**src/rtl/arena_scanner.sv**
```systemverilog
`timescale 1ns/1ps
`default_nettype none
// ============================================================================
//  Module      : arena_scanner
//  Description : Snapshots a wall bitmap and two bomb-phase bitmaps on start,
//                then streams every grid cell in row-major order over a
//                valid/ready handshake. Each cell carries a 2-bit code:
//                0 empty, 1 arena, 2 bomb phase 0, 3 bomb phase 1.
//                nonempty_cnt reports the number of non-empty cells in the
//                last completed frame.
//  Optional    : define SCAN_SKIP_EMPTY_EN to suppress empty cells. Each empty
//                cell is stepped over in one cycle with cell_valid low.
//  Ports       : clk, rst_n (async, active low)
//                arena_0, bombs_0, bombs_1 : ROWS*COLS-bit bitmaps, row*COLS+col
//                start        : begin a frame (ignored while busy)
//                out_ready    : consumer accepts the current cell
//                cell_valid, cell_row, cell_col, cell_code : current cell
//                busy         : high in SCAN and DONE
//                done         : one-cycle end-of-frame pulse
//                nonempty_cnt : non-empty cell count of the last frame
//  Revision    : 1.0 - initial release
// ============================================================================
module arena_scanner #(
    parameter int ROWS = 10,
    parameter int COLS = 10
) (
    input  logic                   clk,
    input  logic                   rst_n,
    input  logic [ROWS*COLS-1:0]   arena_0,
    input  logic [ROWS*COLS-1:0]   bombs_0,
    input  logic [ROWS*COLS-1:0]   bombs_1,
    input  logic                   start,
    input  logic                   out_ready,
    output logic                   cell_valid,
    output logic [3:0]             cell_row,
    output logic [3:0]             cell_col,
    output logic [1:0]             cell_code,
    output logic                   busy,
    output logic                   done,
    output logic [6:0]             nonempty_cnt
);

    localparam int c_cells = ROWS * COLS;
    localparam int c_iw    = $clog2(c_cells);

    localparam logic [1:0] c_st_idle = 2'd0;
    localparam logic [1:0] c_st_scan = 2'd1;
    localparam logic [1:0] c_st_done = 2'd2;

    logic [1:0]          r_state;
    logic [1:0]          w_next_state;

    logic [c_cells-1:0]  r_snap_a;
    logic [c_cells-1:0]  r_snap_b0;
    logic [c_cells-1:0]  r_snap_b1;

    // Linear index is kept alongside row/col so the bitmap lookup needs no
    // multiplier.
    logic [c_iw-1:0]     r_idx;
    logic [3:0]          r_row;
    logic [3:0]          r_col;
    logic [6:0]          r_cnt;
    logic [6:0]          r_nonempty_cnt;

    logic [1:0]          w_code;
    logic                w_present;
    logic                w_adv;
    logic                w_last;
    logic                w_inc;

    // Bomb phase 1 outranks phase 0, which outranks the wall bit.
    always_comb begin
        w_code = 2'd0;
        if (r_snap_b1[r_idx])
            w_code = 2'd3;
        else if (r_snap_b0[r_idx])
            w_code = 2'd2;
        else if (r_snap_a[r_idx])
            w_code = 2'd1;
    end

`ifdef SCAN_SKIP_EMPTY_EN
    assign w_present = (w_code != 2'd0);
`else
    assign w_present = 1'b1;
`endif

    // A cell that is not presented advances on its own; a presented cell
    // advances only on handshake.
    assign w_adv  = (r_state == c_st_scan) && (!w_present || out_ready);
    assign w_last = (r_idx == c_iw'(c_cells - 1));
    // Non-empty cells are always presented, so this counts handshakes only.
    assign w_inc  = w_adv && (w_code != 2'd0);

    // ---------------- state register ----------------
    always_ff @(posedge clk or negedge rst_n) begin
        if (!rst_n)
            r_state <= c_st_idle;
        else
            r_state <= w_next_state;
    end

    // ---------------- next-state logic ----------------
    always_comb begin
        w_next_state = r_state;
        case (r_state)
            c_st_idle: if (start) w_next_state = c_st_scan;
            c_st_scan: if (w_adv && w_last) w_next_state = c_st_done;
            c_st_done: w_next_state = c_st_idle;
            default:   w_next_state = c_st_idle;
        endcase
    end

    // ---------------- output logic ----------------
    always_comb begin
        cell_valid = 1'b0;
        cell_code  = 2'd0;
        busy       = 1'b0;
        done       = 1'b0;
        case (r_state)
            c_st_scan: begin
                cell_valid = w_present;
                cell_code  = w_code;
                busy       = 1'b1;
            end
            c_st_done: begin
                busy = 1'b1;
                done = 1'b1;
            end
            default: ;
        endcase
    end

    assign cell_row     = r_row;
    assign cell_col     = r_col;
    assign nonempty_cnt = r_nonempty_cnt;

    // ---------------- datapath ----------------
    always_ff @(posedge clk or negedge rst_n) begin
        if (!rst_n) begin
            r_snap_a       <= '0;
            r_snap_b0      <= '0;
            r_snap_b1      <= '0;
            r_idx          <= '0;
            r_row          <= 4'd0;
            r_col          <= 4'd0;
            r_cnt          <= 7'd0;
            r_nonempty_cnt <= 7'd0;
        end else if (r_state == c_st_idle && start) begin
            r_snap_a  <= arena_0;
            r_snap_b0 <= bombs_0;
            r_snap_b1 <= bombs_1;
            r_idx     <= '0;
            r_row     <= 4'd0;
            r_col     <= 4'd0;
            r_cnt     <= 7'd0;
        end else if (w_adv) begin
            r_cnt <= r_cnt + 7'(w_inc);
            if (w_last) begin
                // Final cell's contribution lands in the reported count.
                r_nonempty_cnt <= r_cnt + 7'(w_inc);
                r_idx          <= '0;
                r_row          <= 4'd0;
                r_col          <= 4'd0;
            end else begin
                r_idx <= r_idx + 1'b1;
                if (r_col == 4'(COLS - 1)) begin
                    r_col <= 4'd0;
                    r_row <= r_row + 4'd1;
                end else begin
                    r_col <= r_col + 4'd1;
                end
            end
        end
    end

endmodule
`default_nettype wire
```
**config.mk**
```make
export PLATFORM = sky130hd
export DESIGN_NAME = arena_scanner
export DESIGN_NICKNAME = d
export VERILOG_FILES = /design/src/rtl/arena_scanner.sv
export SDC_FILE = /design/constraint.sdc
export NUM_CORES = 1
export LEC_CHECK = 0
export CAP_MARGIN = 20
export CORE_MARGIN = 1
export CORE_UTILIZATION = 30
export DETAILED_ROUTE_END_ITERATION = 10
export GPL_ROUTABILITY_DRIVEN = 0
export SLEW_MARGIN = 15
export SYNTH_ARGS = -nofsm -noshare
export SYNTH_HDL_FRONTEND = slang
export SYNTH_SLANG_ARGS = --single-unit
```
**constraint.sdc**
```tcl
create_clock -name clk -period 2.7 [get_ports clk]
set_input_delay 0.27 -clock clk [delete_from_list [all_inputs] [get_ports clk]]
set_output_delay 0.27 -clock clk [all_outputs]
set_load 0.01 [all_outputs]
```
==> flow_metrics.tcl <==
set metrics [dict create \
    status "finished, violations left" \
    violations "setup timing" \
    ios 324 \
    worstPathArrival_ns 3.04 \
    r2r-start "r_idx[0]" \
    die_x_um 229 \
    rr_endpoint "r_cnt[4]" \
    fin_crit_sh_pct 123 \
    drt_iter0_drc 904 \
    numCtsBuffers 38 \
    ctsLongestPathBuffers 3 \
    finalMaxSlewViolations 0 \
    postRouteAntennaNets 0 \
    dieHeight_um 229 \
    rsz0062_at_grt "true" \
    synth_top_cell_area_share_pct 53.7 \
    hpwlAfterDp_mm 34.5 \
    grt_max_degree 127 \
    ys_ff_latch 331 \
    fin_hold_ws_ns 0.184 \
    cts_tree "built" \
    die_area_um2 52300 \
    wl_mm 48.5 \
    hold_path.class "primary input to asynchronous set/reset pin" \
    yosys.area.top_type "dfrtp_1" \
    tightest_slew_ns 0.653 \
    firstDrtPassIters 5 \
    cp-startpoint "r_idx[0]" \
    cts-htree-levels 2 \
    finalWorstSetupSlack_ns -0.613 \
    antenna_found_initial 1 \
    syn_to_final_growth_pct 40.1 \
    wire_per_inst_um 17.9 \
    crit_type "flop to output port" \
    synth_area_leaders "dfrtp_1 54%, nand2_1 23%, mux4_2 8.6%" \
    place_ws_ns -0.676 \
    power.leakage_nw 10.2 \
    drive_gt1_share_pct 14.0 \
    fmax_mhz 302 \
    post-route-drc-count 0 \
    final_nets 2332 \
    grt_pass1_wl_mm 76.4 \
    powerDensity_nw_per_um2 1020 \
    track_usage_pct 18.8 \
    finalPower_mw 22.0 \
    period_minus_slack_ns 3.31 \
    syn_inst 1651 \
    max_cap_violations 0 \
    port_buffers 323 \
    synth_top_flop_cell "dfrtp_1" \
    synth_edf_count 0 \
    rr_worst_depth 16 \
    placementRows 82 \
    cts.sinks 331 \
    yosys_warnings 0 \
    clock_latency_ns 0.56 \
    coreArea_um2 50500 \
    hold_viol 0 \
    max_slew_margin_pct 56.5 \
    vdd_drop_max_uv 457 \
    avgSynthCellArea_um2 9.35 \
    skew_ns 0.0270 \
    start_util_pct 30.6 \
    num_vias 12700 \
    grt_pass1_vias 13600 \
    synth_area_um2 15400 \
    worst_setup_path_end_kind "output port" \
    cp.required_ns 2.43 \
    crit_path_start_kind "flop" \
    yosysSeqAreaShare_pct 53.7 \
    clockRootBuffer "clkbuf_16" \
    synth_nets 1965 \
    reg2reg_slack_ns -0.59 \
    setup_viol 16 \
    path_clk_slew_ns 0.06 \
    synth.distinct_cells 55 \
    async_flop_share_pct 100 \
    avgViaCountPerCell 4.67 \
    n_fill_cell 4910 \
    cp_max_fo 8 \
    grt-ovfl-total 0 \
]
## state kept, by name, summed over array words and instances, names as in the netlist
| name | cells |
|---|---|
| r_state | 2 |
| r_cnt | 7 |
| nonempty_cnt | 7 |
| cell_row | 4 |
| cell_col | 4 |
| r_idx | 7 |
| r_snap_b0 | 100 |
| r_snap_b1 | 100 |
| r_snap_a | 100 |
## per-stage QoR
step,utilization [%],cell area [um^2],cells,TNS [ns]
after floorplan,-,15400,1651,-0.0235
after global routing,42.8,21600,2717,-9.25
final,42.8,21600,2717,-7.60
after CTS,42.7,21500,2717,-8.47
after detailed placement,39.5,19900,2632,-7.90
after global placement,39.5,19900,2632,-7.60
## what timing repair did
item                                   CTS  global route
endpoints found under the hold margin   32             0
hold buffers                             1             0
gates resized for setup                 48            25
pin swaps                               20            20
setup endpoints to repair               16            16
cloned                                   4             0
buffers inserted                        15             0
## worst max-delay path, cell delays in order (launching register included)
cell and delay (ns):
dfrtp_4 0.43, buf_12 0.16, buf_12 0.13, buf_16 0.14
mux4_1 0.56, a22oi_2 0.15, nand2_2 0.12, a21oi_4 0.20
a32o_2 0.21, nor2_2 0.04, o21a_1 0.19, buf_2 0.15
## report_power, final
part | leakage, nW | switching, mW | total, mW | internal (mW)
Sequential | 4.12 | 1.36 | 8.68 | 7.31
Clock | 0.595 | 2.05 | 5.09 | 3.04
Combinational | 5.52 | 4.11 | 8.20 | 4.08
Total | 10.2 | 7.52 | 22.0 | 14.4
## metal layers
metal	share of wire [%]	global-route usage, %	vias to the layer above
li1	-	-	6085
met1	45	25.2	6182
met4	2.7	6.44	0
met3	4.8	2.96	72
met5	0	0	-
met2	48	30.8	337
## synthesized netlist by cell type, drive strengths merged (2+ instances only)
| cell type | instances |
|---|---|
| nor3 | 5 |
| a21oi | 29 |
| a32oi | 4 |
| inv | 4 |
| mux2 | 8 |
| nor2b | 6 |
| dfrtp | 331 |
| and2 | 4 |
| nand4 | 6 |
| or3 | 4 |
| a311oi | 3 |
| a22oi | 16 |
| nor3b | 2 |
| nor2 | 30 |
| and3 | 4 |
| ha | 10 |
| nand3 | 24 |
| nand2 | 933 |
| nand3b | 2 |
| buf | 33 |
| clkbuf | 70 |
| xor2 | 8 |
| a221oi | 3 |
| o21ai | 13 |
| mux4 | 72 |
| mux2i | 14 |
## cell usage in the layout (no fill, tap or decap), types with 4 or more instances in the layout
master	instances
buf_16	5
ha_1	8
a22oi_2	8
nor2b_1	4
nand3_1	14
dfrtp_1	328
clkbuf_16	39
mux2i_1	13
xor2_1	8
buf_6	12
clkbuf_8	7
nor3_1	5
a22oi_1	8
clkbuf_1	13
clkdlybuf4s50_1	320
buf_12	21
o21ai_0	11
nand3_2	8
a21oi_1	25
nand2_1	929
buf_4	68
mux2_2	6
mux4_1	6
nand4_1	6
mux4_2	65
nor2_1	27
## worst max-delay path by stage
stage                           end  depth (start not counted)
floorplan                  r_cnt[4]                         14
CTS                    cell_code[0]                         12
global placement    nonempty_cnt[2]                         14
detailed placement  nonempty_cnt[2]                         15
finish                 cell_code[0]                         11
global route           cell_code[0]                         11
## cells by family (layout without fill, tap and decap cells)
family,count (synthesis),count (layout),synth area share [%]
other,0,1,0
flip-flops,331,331,53.7
buffers and inverters,107,500,3.69
AO/OA/AOI/OAI,72,72,2.98
multiplexers,94,94,12.3
adder cells (fa/ha/maj),10,10,0.811
AND/OR/NAND/NOR,1028,1028,26.0
XOR/XNOR,9,9,0.511
## cell type report
| class | instances | area [um^2] | share of cell area, % |
|---|---|---|---|
| inverter | 4 | 15.0 | 0.0695 |
| clock inverter | 7 | 92.6 | 0.428 |
| clock buffer | 59 | 1120 | 5.19 |
| tap | 672 | 841 | 3.89 |
| timing repair buffer | 430 | 4440 | 20.6 |
| multi-input combinational | 1213 | 6810 | 31.5 |
| antenna | 1 | 2.50 | 0.0116 |
| sequential | 331 | 8290 | 38.4 |
No activity file was read; power rests on OpenSTA's default activity.
